==> src/rtl/gpio_hex_pkg.sv <==
// Shared types and constants for the GPIO hex display sink.
package gpio_hex_pkg;

  typedef enum logic [1:0] {
    IDLE  = 2'd0,
    SHIFT = 2'd1,
    LOAD  = 2'd2
  } state_e;

  localparam int          NBCD      = 10;
  localparam logic [6:0]  SEG_BLANK = 7'b1111111;

  // Active-low {g,f,e,d,c,b,a}; entry 0 sits in the low bits.
  localparam logic [15:0][6:0] SEG_LUT = {
    7'b0001110,  // F
    7'b0000110,  // E
    7'b0100001,  // d
    7'b1000110,  // C
    7'b0000011,  // b
    7'b0001000,  // A
    7'b0010000,  // 9
    7'b0000000,  // 8
    7'b1111000,  // 7
    7'b0000010,  // 6
    7'b0010010,  // 5
    7'b0011001,  // 4
    7'b0110000,  // 3
    7'b0100100,  // 2
    7'b1111001,  // 1
    7'b1000000   // 0
  };

endpackage

==> src/rtl/seg7_encode.sv <==
// Combinational nibble to active-low 7-segment code.
module seg7_encode
  import gpio_hex_pkg::*;
(
  input  logic [3:0] nib_i,
  output logic [6:0] seg_o
);

  assign seg_o = SEG_LUT[nib_i];

endmodule

==> src/rtl/gpio_hex_sink.sv <==
// GPIO hex-CSR sink: multi-cycle double-dabble to eight blanked 7-segment digits.
// Optional GPIO_HEX_RAW_EN adds raw_mode, which shows the word as hex nibbles.
module gpio_hex_sink
  import gpio_hex_pkg::*;
#(
  parameter int NDIG = 8,
  parameter int DW   = 32
) (
  input  logic          clk,
  input  logic          rst,
  input  logic          gpio_we,
  input  logic [DW-1:0] gpio_out,
`ifdef GPIO_HEX_RAW_EN
  input  logic          raw_mode,
`endif
  output logic [6:0]    hex0,
  output logic [6:0]    hex1,
  output logic [6:0]    hex2,
  output logic [6:0]    hex3,
  output logic [6:0]    hex4,
  output logic [6:0]    hex5,
  output logic [6:0]    hex6,
  output logic [6:0]    hex7,
  output logic          busy,
  output logic          ovf
);

  localparam int CW = $clog2(DW);
  localparam int BW = NBCD * 4;

  state_e                    state_q, state_d;
  logic [DW-1:0]             bin_q, bin_d;
  logic [BW-1:0]             bcd_q, bcd_d, bcd_adj;
  logic [CW-1:0]             cnt_q, cnt_d;
  logic                      raw_q, raw_d;
  logic                      raw_in;
  logic                      load_en;
  logic [NDIG-1:0][6:0]      hex_q, hex_d;
  logic                      ovf_q, ovf_d;
  logic [3:0]                dig [NDIG];
  logic [6:0]                seg [NDIG];
  logic                      nz_above;

`ifdef GPIO_HEX_RAW_EN
  assign raw_in = raw_mode;
`else
  assign raw_in = 1'b0;
`endif

  always_comb begin
    bcd_adj = bcd_q;
    for (int i = 0; i < NBCD; i++) begin
      if (bcd_q[4*i +: 4] >= 4'd5) bcd_adj[4*i +: 4] = bcd_q[4*i +: 4] + 4'd3;
    end
  end

  always_comb begin
    state_d = state_q;
    bin_d   = bin_q;
    bcd_d   = bcd_q;
    cnt_d   = cnt_q;
    raw_d   = raw_q;
    load_en = 1'b0;
    case (state_q)
      SHIFT: begin
        {bcd_d, bin_d} = {bcd_adj, bin_q} << 1;
        cnt_d = cnt_q + CW'(1);
        if (cnt_q == CW'(DW - 1)) state_d = LOAD;
      end
      LOAD: begin
        load_en = 1'b1;
        state_d = IDLE;
      end
      default: ;
    endcase
    // A new write always wins, even on the edge that completes LOAD.
    if (gpio_we) begin
      bin_d   = gpio_out;
      bcd_d   = '0;
      cnt_d   = '0;
      raw_d   = raw_in;
      state_d = raw_in ? LOAD : SHIFT;
    end
  end

  always_ff @(posedge clk or posedge rst) begin
    if (rst) begin
      state_q <= IDLE;
      bin_q   <= '0;
      bcd_q   <= '0;
      cnt_q   <= '0;
      raw_q   <= 1'b0;
    end else begin
      state_q <= state_d;
      bin_q   <= bin_d;
      bcd_q   <= bcd_d;
      cnt_q   <= cnt_d;
      raw_q   <= raw_d;
    end
  end

  genvar g;
  generate
    for (g = 0; g < NDIG; g++) begin : g_dig
      assign dig[g] = raw_q ? bin_q[4*g +: 4] : bcd_q[4*g +: 4];
      seg7_encode u_enc (
        .nib_i (dig[g]),
        .seg_o (seg[g])
      );
    end
  endgenerate

  // Blank a digit when it and every higher displayed digit are zero.
  always_comb begin
    nz_above = 1'b0;
    hex_d    = {NDIG{SEG_BLANK}};
    hex_d[0] = seg[0];
    for (int k = NDIG - 1; k >= 1; k--) begin
      nz_above = nz_above | (dig[k] != 4'd0);
      hex_d[k] = (raw_q || nz_above) ? seg[k] : SEG_BLANK;
    end
    ovf_d = raw_q ? 1'b0 : (|bcd_q[BW-1:NDIG*4]);
  end

  always_ff @(posedge clk or posedge rst) begin
    if (rst) begin
      hex_q <= {{(NDIG-1){SEG_BLANK}}, SEG_LUT[0]};
      ovf_q <= 1'b0;
    end else if (load_en) begin
      hex_q <= hex_d;
      ovf_q <= ovf_d;
    end
  end

  assign hex0 = hex_q[0];
  assign hex1 = hex_q[1];
  assign hex2 = hex_q[2];
  assign hex3 = hex_q[3];
  assign hex4 = hex_q[4];
  assign hex5 = hex_q[5];
  assign hex6 = hex_q[6];
  assign hex7 = hex_q[7];
  assign busy = (state_q != IDLE);
  assign ovf  = ovf_q;

endmodule

==> config.mk <==
export PLATFORM = sky130hd
export DESIGN_NAME = gpio_hex_sink
export DESIGN_NICKNAME = d
export VERILOG_FILES = /design/src/rtl/gpio_hex_pkg.sv /design/src/rtl/seg7_encode.sv /design/src/rtl/gpio_hex_sink.sv
export SDC_FILE = /design/constraint.sdc
export NUM_CORES = 1
export LEC_CHECK = 0
export ABC_AREA = 1
export BUFFER_PORTS_ARGS = -buffer_cell sky130_fd_sc_hd__clkbuf_2
export CORE_ASPECT_RATIO = 2
export CORE_UTILIZATION = 29
export DETAILED_ROUTE_END_ITERATION = 10
export PLACE_DENSITY = 0.54
export SYNTH_ARGS = -nofsm -noshare
export SYNTH_HDL_FRONTEND = slang
export SYNTH_SLANG_ARGS = --single-unit
==> constraint.sdc <==
create_clock -name clk -period 9.06 [get_ports clk]
set_clock_uncertainty 0.2 [all_clocks]
set_input_delay 0.906 -clock clk [delete_from_list [all_inputs] [get_ports clk]]
set_output_delay 0.906 -clock clk [all_outputs]
set_load 0.005 [all_outputs]
==> out/qor.csv, run 1 <==
stage,metric,value,unit
status,outcome,completed,
sta,slew margin rel.,44.6,%
power_and_ir_drop,VDD IR max,103,uV
power_and_ir_drop,register share of total power,44.7,%
setup_path,kind of critical path,input pin to flop,
clock_network,Inserted Clock Buffers,17,
global_routing,Overall Global Routing Usage,15.5,%
power_and_ir_drop,Clock Power Share,49.9,%
layout,ant diodes,0,
power_and_ir_drop,Comb pwr share,5.3,%
sta,Final period util,29.5,%
placed_design,Port Buffers,92,
global_routing,vias in the first global route,6808,
detailed_routing,First DRT Iteration DRCs,312,
setup_path,critical-path maximum fanout,43,
clock_network,CTS H-tree lvls,4,
yosys,average size of a mapped cell,8.35,um2
clock_network,Root Driver,clkbuf_16,
yosys,cell area after synthesis,7910,um2
setup_path,Worst path slowest cell,clkbuf_2,
power_and_ir_drop,Pleak,4.26,nW
yosys,post-synth net total,1046,
setup_path,crit path capture type,flop,
floorplan,DIE HEIGHT,236,um
detailed_routing,residual DRC count,0,
global_routing,largest net degree at the start of global routing,73,
clock_network,Clock transition at path regs,0.06,ns
global_routing,total grt overflow,0,
yosys,Synth top area share,27.2,%
yosys,Cells after Synth,947,
clock_network,"Clk Latency, worst-skew pair",0.43,ns
yosys,"top cells by count, synth","152 x nand2_1, 102 x inv_1, 94 x o21ai_0, 89 x nor2_1, 86 x dfrtp_1",
setup_path,crit path cell chain,clkbuf_2 > inv_1 > nand2_2 > buf_4 > o221ai_1,
clock_network,Post-CTS Resized,0,
layout,share of cells above drive strength 1,19.5,%
floorplan,Ports,93,
power_and_ir_drop,sw frac,22.7,%
sta,Final setup viols,0,
yosys,Synth cell types,44,
yosys,sequential fraction of the synthesis area,43.8,%
sta,Slew Limit Fails,0,
sta,RSZ-0062 raised after global routing,false,
detailed_routing,drt pass-1 iters,5,
floorplan,area of the core,26800,um2
layout,area growth from synthesis to layout,17.0,%
layout,utilization after layout,34.5,%
clock_network,Clock Path Buffers,2,
clock_network,hold bufs inserted after CTS,0,
power_and_ir_drop,Pwr Density,153,nW/um2
layout,post-route insts no fill,1381,
hold_path,hold crit path type,flop to flop,
clock_network,clk sinks,136,
layout,final net count,1119,
sta,Final min period,2.67,ns
setup_path,Worst EP required,9.15,ns
floorplan,Die Wd,119,um
floorplan,Rows,85,
power_and_ir_drop,Internal,1.10,mW
clock_network,TritonCTS clock tree,yes,
floorplan,Starting Density,29.5,%
placed_design,Placed Cells,1349,
global_routing,initial antenna violation count,0,
yosys,"count leader, synth",nand2_1,
sta,final hold violation count,0,
sta,setup_tns,0,ns
sta,Least-Margin Pin Slew,0.832,ns
sta,Hold Slack,0.271,ns
detailed_routing,Routed Antenna Nets,0,
placed_design,GP Congestion,0.814,
setup_path,Crit path arrival time,2.76,ns
yosys,async set-or-reset flop fraction in the synthesized netlist,100,%
yosys,"Top FF cell, synth",dfrtp_1,
detailed_routing,drt via density,4.82,
placed_design,dpl hpwl,14600,um
yosys,Yosys top cell by area,dfrtp_1,
sta,Fmax,374,MHz
global_routing,first-pass GRT wire length,34400,um
detailed_routing,WL per Instance,14.7,um
yosys,dominant cells by area after synthesis,"dfrtp_1 27%, dfstp_2 17%, ha_1 10%",
power_and_ir_drop,Sw Pwr,0.321,mW
yosys,Yosys reg bits,136,
floorplan,die footprint,28000,um2
yosys,Yosys warnings,0,
setup_path,Crit path largest cell delay,0.48,ns
job,Max Cap Violations,0,
setup_path,CP Launch Type,input pin,
detailed_routing,via count,6654,
yosys,Post-synth EDFFs,0,
detailed_routing,final WL,20300,um
clock_network,# Post-CTS Setup Buffers,0,
## worst max-delay path: cells and delay by family
kind	cells	cell delay [ns]
AND/OR/NAND/NOR	1	0.47
AO/OA/AOI/OAI	1	0.16
buffers and inverters	3	1.20
## power groups by stage
stage	Sequential [mW]	Clock (mW)	Combinational [mW]
finish	0.634	0.708	0.0755
global route	0.636	0.754	0.0876
CTS	0.634	0.725	0.0778
detailed placement	0.644	0	0.0775
global placement	0.644	0	0.0768
floorplan	0.640	0	0.0556
## registers in the layout (all words and copies together), names as in the netlist
| name | flops |
|---|---|
| bcd_q | 40 |
| bin_q | 32 |
| cnt_q | 5 |
| hex0 | 7 |
| hex1 | 7 |
| hex2 | 7 |
| hex3 | 7 |
| hex4 | 7 |
| hex5 | 7 |
| hex6 | 7 |
| hex7 | 7 |
| ovf | 1 |
| state_q | 2 |
## stage by stage
stage               instance area (um2)  setup slack (ns)  power [mW]
detailed placement                 8650              5.89       0.722
global route                       9250              6.10        1.48
floorplan                          7910              4.40       0.695
finish                             9250              6.39        1.42
CTS                                9250              6.35        1.44
global placement                   8650              5.95       0.721
## layout by cell type, fill, tap and decap left out, types with 4 or more instances in the layout
master	count
nand2_1	150
inv_1	101
o21ai_0	94
clkbuf_2	92
nor2_1	89
dfrtp_1	86
a21oi_1	78
ha_1	64
dfstp_2	50
nand3_1	47
o221ai_1	25
o211ai_1	17
clkbuf_16	17
o22ai_1	16
a31oi_1	15
inv_2	8
nor3_1	7
o21ai_1	5
xor2_1	5
clkbuf_1	5
buf_4	5
nand2_2	4
nor2_4	4
o22a_1	4
a211oi_1	4
## final cells by class
class	count	area [um2]
Fill cell	2893	17600
Inverter	112	425
Clock inverter	8	121
Tap cell	348	435
Multi-Input combinational cell	656	3830
Timing Repair Buffer	97	498
Clock buffer	24	472
Sequential cell	136	3470
## cells by family (layout without fill, tap and decap cells)
logic type                 Yosys count  after routing  synth area share, %
adders and majority gates           64             64                 10.1
DFF                                136            136                 43.8
buffers and inverters              155            241                 7.85
xor gates and xnor gates             6              6                0.665
AOI/OAI and AO/OA                  271            271                 20.3
and+or+nand+nor                    315            315                 17.2
## per-layer routing
| metal | global-route usage, % | wire length, um | up-vias |
|---|---|---|---|
| met3 | 3.00 | 532 | 29 |
| met1 | 15.6 | 7770 | 3155 |
| met5 | 0 | 0 | - |
| met4 | 6.48 | 444 | 0 |
| met2 | 30.2 | 11500 | 112 |
| li1 | - | - | 3358 |
## worst paths after layout
check,startpoint,end,slack [ns],cells past startpoint
max,gpio_we,bin_q[23],6.39,5
min,hex0[6],hex0[6],0.27,2
max reg2reg,state_q[0],hex6[5],6.69,8
min reg2reg,hex0[6],hex0[6],0.27,2
max in group asynchronous,rst,hex0[1],7.00,3
min in group asynchronous,rst,bcd_q[24],0.37,2
No activity file was read; power rests on OpenSTA's default activity.
==> inputs of run 2 (changes only) <==
PLACE_DENSITY = 0.56   (was 0.54)
clock period = 2.45 ns   (was 9.06 ns; I/O delays follow)
==> out/qor.csv, run 2 (synthesis results as in run 1) <==
stage,metric,value,unit,change
clock_network,Clock Path Buffers,2,,unchanged
setup_path,Crit path arrival time,2.42,ns,-0.34 ns
floorplan,Ports,93,,unchanged
sta,setup_tns,0,ns,unchanged
setup_path,reg2reg end,bin_q[14],,
detailed_routing,final WL,21100,um,+3.8%
power_and_ir_drop,register share of total power,43.1,%,-1.6 points
sta,RSZ-0062 raised after global routing,false,,
power_and_ir_drop,VDD IR max,563,uV,+450%
placed_design,dpl hpwl,15100,um,+3.1%
clock_network,Root Driver,clkbuf_16,,
layout,final net count,1160,,+3.7%
global_routing,total grt overflow,0,,unchanged
status,outcome,completed,,
layout,most frequent cells in the layout,"150 x nand2_1, 101 x inv_1, 94 x o21ai_0",,
floorplan,DIE HEIGHT,236,um,unchanged
setup_path,Worst EP required,2.62,ns,-6.53 ns
hold_path,hold path startpoint,hex0[6],,
layout,share of cells above drive strength 1,19.6,%,+0.19 points
global_routing,first-pass GRT wire length,34700,um,+0.82%
global_routing,Overall Global Routing Usage,15.8,%,+0.30 points
power_and_ir_drop,Comb pwr share,6.1,%,+0.8 points
floorplan,Starting Density,29.5,%,unchanged
layout,largest registers,"bcd_q x40, bin_q x32",,
layout,area growth from synthesis to layout,22.7,%,
detailed_routing,drt pass-1 iters,5,,unchanged
layout,post-route insts no fill,1422,,+3.0%
sta,Final period util,91.7,%,
detailed_routing,First DRT Iteration DRCs,269,,-14%
detailed_routing,WL per Instance,14.8,um,+0.84%
clock_network,Inserted Clock Buffers,17,,unchanged
detailed_routing,Routed Antenna Nets,0,,unchanged
power_and_ir_drop,Overall Power,5.44,mW,+280%
sta,Final setup viols,0,,unchanged
sta,Least-Margin Pin Slew,0.591,ns,-0.241 ns
layout,"leading cell type in the layout, fill and taps excluded",nand2_1,,
floorplan,Die Wd,119,um,unchanged
global_routing,initial antenna violation count,0,,unchanged
setup_path,critical-path maximum fanout,38,,-12%
global_routing,vias in the first global route,7092,,+4.2%
sta,slew margin rel.,60.5,%,+16 points
power_and_ir_drop,Clock Power Share,50.8,%,+0.9 points
setup_path,R2R Path Start,state_q[0],,
hold_path,hold path depth,2,,unchanged
power_and_ir_drop,Pwr Density,561,nW/um2,+270%
clock_network,Post-CTS Resized,0,,unchanged
floorplan,die footprint,28000,um2,unchanged
floorplan,area of the core,26800,um2,unchanged
clock_network,TritonCTS clock tree,yes,,
clock_network,clk sinks,136,,unchanged
layout,Largest register FFs,40,,unchanged
setup_path,CP Launch Type,flop,,
placed_design,Placed Cells,1355,,+0.44%
power_and_ir_drop,Pleak,4.45,nW,+4.4%
detailed_routing,residual DRC count,0,,unchanged
layout,final non-filler cell area,9700,um2,+4.9%
sta,Fmax,445,MHz,
setup_path,kind of critical path,flop to flop,,
clock_network,CTS H-tree lvls,4,,unchanged
layout,most flop-heavy register,bcd_q,,
detailed_routing,drt via density,4.92,,+2.0%
job,Max Cap Violations,0,,unchanged
layout,ant diodes,0,,unchanged
floorplan,Rows,85,,unchanged
placed_design,GP Congestion,0.872,,+7.2%
hold_path,hold crit path type,flop to flop,,
detailed_routing,via count,6990,,+5.0%
global_routing,largest net degree at the start of global routing,94,,+29%
placed_design,Port Buffers,92,,unchanged
clock_network,Clock transition at path regs,0.06,ns,about the same
setup_path,r2r worst-path depth,8,,unchanged
hold_path,Hold Path End,hex0[6],,
layout,utilization after layout,36.2,%,+1.7 points
power_and_ir_drop,sw frac,22.9,%,+0.22 points
clock_network,"Clk Latency, worst-skew pair",0.44,ns,about the same
sta,Slew Limit Fails,0,,unchanged
sta,final hold violation count,0,,unchanged
power_and_ir_drop,Internal,4.20,mW,+280%
sta,Final min period,2.25,ns,
layout,Filler Cell Count,2797,,-3.3%
setup_path,crit path capture type,flop,,
power_and_ir_drop,Sw Pwr,1.25,mW,+290%
placed_design,placed inst area,8720,um2,+0.80%
setup_path,R2R setup slack,0.20,ns,-6.49 ns
-- run 2: worst max path at each step --
stage               slack [ns]         to       start  cells past startpoint
floorplan                 0.35   bcd_q[0]         rst                      1
global placement          0.44    hex1[2]   bcd_q[28]                      8
detailed placement        0.38    hex1[0]   bcd_q[28]                      8
CTS                       0.20  bin_q[14]  state_q[0]                      8
global route              0.06  bin_q[14]  state_q[0]                      8
finish                    0.20  bin_q[14]  state_q[0]                      8
-- run 2: area by class of cell --
class,instances,area (um2),area share [%]
Clock buffer,20,457,4.71
Clock inverter,12,174,1.79
Inverter,112,424,4.37
Multi-Input combinational cell,656,3830,39.5
Sequential cell,136,3470,35.7
Tap cell,348,435,4.49
Timing Repair Buffer,138,918,9.46
-- run 2: worst max-delay path, stage by stage (launching register included) --
cell and delay, ns:
dfrtp_1 0.41, inv_2 0.07, nor2_2 0.22, inv_2 0.07, nand2_2 0.08, buf_4 0.36
nor2_1 0.07, a31oi_1 0.14, dlygate4sd3_1 0.56
-- run 2: per-layer routing --
metal	track usage, %	up-vias	wire [um]
met2	31.5	135	12100
met3	2.93	45	574
met5	0	-	0
met4	8.40	0	739
li1	-	3444	-
met1	14.7	3366	7620
-- run 2: metrics by stage --
stage | hold slack [ns] | setup WS [ns]
final | 0.273 | 0.203
after global routing | 0.284 | 0.0571
after CTS | 0.274 | 0.204
after detailed placement | 0.264 | 0.379
after global placement | 0.252 | 0.441
after floorplan | 0.166 | 0.353
-- run 2: power by group through the flow --
stage	logic, mW	registers (mW)	clock network, mW
finish	0.330	2.34	2.77
global placement	0.290	2.38	0
global route	0.376	2.35	2.95
floorplan	0.206	2.37	0
CTS	0.338	2.34	2.84
detailed placement	0.293	2.38	0
-- run 2: repair_timing --
action,in CTS,in global routing
setup endpoints to repair,0,0
hold buffers,35,0
setup buffers,0,0
endpoints found under the hold margin,120,0
==> inputs of run 3 (changes only) <==
ABC_AREA = not set   (was 1)
==> out/qor.csv, run 3 <==
stage,metric,value,unit,change
detailed_routing,residual DRC count,0,,unchanged
setup_path,kind of critical path,flop to flop,,
yosys,cell area after synthesis,8210,um2,+3.8%
layout,share of cells above drive strength 1,23.0,%,+3.4 points
sta,slew margin rel.,57.9,%,-2.6 points
floorplan,Rows,86,,+1.2%
yosys,average size of a mapped cell,9.26,um2,+11%
floorplan,Starting Density,29.7,%,+0.18 points
layout,Sequential Area,3470,um2,unchanged
sta,final hold violation count,0,,unchanged
floorplan,die footprint,29000,um2,+3.7%
clock_network,clk sinks,136,,unchanged
layout,"leading cell type in the layout, fill and taps excluded",nand2_1,,
yosys,sequential fraction of the synthesis area,42.2,%,-1.6 points
layout,Largest register FFs,40,,unchanged
sta,RSZ-0062 raised after global routing,false,,
global_routing,vias in the first global route,6837,,-3.6%
placed_design,GP Congestion,0.854,,-2.1%
detailed_routing,final WL,20500,um,-2.8%
layout,final net count,1098,,-5.3%
detailed_routing,Routed Antenna Nets,0,,unchanged
layout,ant diodes,0,,unchanged
clock_network,CTS H-tree lvls,4,,unchanged
setup_path,CP Launch Type,flop,,
yosys,"top cells by count, synth","100 x nand2_1, 86 x dfrtp_1, 73 x o21ai_1, 64 x ha_1, 62 x nor2_1",,
yosys,Yosys top cell by area,dfrtp_1,,
clock_network,TritonCTS clock tree,yes,,
clock_network,Clock Path Buffers,2,,unchanged
clock_network,Clock transition at path regs,0.06,ns,about the same
yosys,Synth top area share,26.2,%,-1.0 points
job,Max Cap Violations,0,,unchanged
sta,setup_tns,0,ns,unchanged
placed_design,dpl hpwl,14600,um,-3.1%
layout,largest registers,"bcd_q x40, bin_q x32",,
floorplan,DIE HEIGHT,240,um,+1.9%
sta,Final setup viols,0,,unchanged
yosys,async set-or-reset flop fraction in the synthesized netlist,100,%,unchanged
yosys,"count leader, synth",nand2_1,,
yosys,Cells after Synth,886,,-6.4%
clock_network,Root Driver,clkbuf_16,,
yosys,"Top FF cell, synth",dfrtp_1,,
clock_network,Inserted Clock Buffers,17,,unchanged
sta,Final period util,91.6,%,about the same
sta,Final min period,2.25,ns,-0.00197 ns
hold_path,hold crit path type,input pin to asynchronous set/reset pin,,
global_routing,total grt overflow,0,,unchanged
yosys,Post-synth EDFFs,0,,unchanged
sta,Least-Margin Pin Slew,0.631,ns,+0.0399 ns
setup_path,Worst EP required,2.60,ns,-0.02 ns
layout,Filler Cell Count,2758,,-1.4%
global_routing,first-pass GRT wire length,33600,um,-3.2%
clock_network,"Clk Latency, worst-skew pair",0.44,ns,about the same
layout,most frequent cells in the layout,"100 x nand2_1, 91 x clkbuf_2, 86 x dfrtp_1",,
status,outcome,completed,,
detailed_routing,drt via density,4.89,,-0.51%
detailed_routing,WL per Instance,15.0,um,+1.4%
detailed_routing,drt pass-1 iters,4,,-1
detailed_routing,First DRT Iteration DRCs,252,,-6.3%
global_routing,Overall Global Routing Usage,14.9,%,-0.88 points
layout,most flop-heavy register,bcd_q,,
layout,area growth from synthesis to layout,23.9,%,
yosys,dominant cells by area after synthesis,"dfrtp_1 26%, dfstp_2 16%, ha_1 9.8%",,
floorplan,Die Wd,121,um,+1.8%
floorplan,area of the core,27700,um2,+3.2%
power_and_ir_drop,Overall Power,5.66,mW,+4.1%
power_and_ir_drop,Pleak,4.30,nW,-3.3%
yosys,Synth cell types,59,,+34%
power_and_ir_drop,VDD IR max,475,uV,-16%
setup_path,critical-path maximum fanout,8,,-79%
global_routing,initial antenna violation count,0,,unchanged
placed_design,placed inst area,9150,um2,+4.9%
floorplan,Ports,93,,unchanged
placed_design,Port Buffers,92,,unchanged
detailed_routing,via count,6666,,-4.6%
yosys,post-synth net total,985,,-5.8%
setup_path,Crit path arrival time,2.40,ns,-0.02 ns
layout,area occupied by multi-input gates,4390,um2,+15%
power_and_ir_drop,Pwr Density,557,nW/um2,-0.70%
sta,Slew Limit Fails,0,,unchanged
global_routing,largest net degree at the start of global routing,74,,-21%
sta,Fmax,445,MHz,about the same
yosys,Yosys warnings,0,,unchanged
setup_path,crit path capture type,flop,,
yosys,Yosys reg bits,136,,unchanged
layout,final non-filler cell area,10200,um2,+4.8%
layout,utilization after layout,36.8,%,+0.57 points
## run 3: cell families after synthesis
| family | count (synthesis) | share of synthesized area, % |
|---|---|---|
| and+or+nand+nor | 265 | 15.9 |
| xor gates and xnor gates | 19 | 2.03 |
| buffers and inverters | 94 | 4.56 |
| adders and majority gates | 64 | 9.76 |
| DFF | 136 | 42.2 |
| AOI/OAI and AO/OA | 256 | 18.7 |
| muxes | 52 | 6.81 |
## run 3: worst max-delay path, cell delays in order (launching register included)
cell and delay (ns):
dfrtp_1 0.45, inv_1 0.17, ha_2 0.30, nand4bb_4 0.23, nor4_4 0.39, nand2_2 0.19
a31oi_1 0.22
## run 3: layout make-up
class	count	area share, %
Clock buffer	17	4.18
Clock inverter	14	2.45
Timing Repair Buffer	156	10.6
Inverter	32	1.22
Tap cell	352	4.33
Sequential cell	136	34.1
Multi-Input combinational cell	656	43.1
## run 3: worst paths after layout
kind / start / to / slack (ns) / cells after the start
max: bcd_q[29] / hex2[0] / 0.20 / 6
min: rst / bcd_q[20] / 0.19 / 3
max reg2reg: bcd_q[29] / hex2[0] / 0.20 / 6
min reg2reg: hex6[2] / hex6[2] / 0.25 / 2
max in group asynchronous: rst / hex7[4] / 1.15 / 4
min in group clk: hex6[2] / hex6[2] / 0.25 / 2
## run 3: metrics by stage
stage / hold slack [ns] / worst slack [ns] / std cells
global placement: 0.0740 / 0.201 / 1298
detailed placement: 0.0790 / 0.129 / 1298
finish: 0.186 / 0.205 / 1363
global route: 0.218 / 0.0408 / 1363
floorplan: 0.172 / 0.353 / 886
CTS: 0.163 / 0.0879 / 1363
## run 3: power breakdown
part	switching [mW]	total, mW	internal (mW)
clock	1.06	2.97	1.91
sequential	0.0512	2.36	2.31
combinational	0.183	0.330	0.146
total	1.29	5.66	4.37
## run 3: timing repair
item | 4_1_cts | 5_1_grt
endpoints found under the hold margin | 54 | 0
endpoints found under the setup margin | 0 | 12
hold buffers | 34 | 0
resized for setup | 0 | 1
setup buffers | 0 | 0
## run 3: per-layer routing
layer	GRT usage (%)	part of all wire, %
met2	28.3	56
met4	8.79	4.2
met5	0	0
met3	2.82	2.6
met1	14.7	38
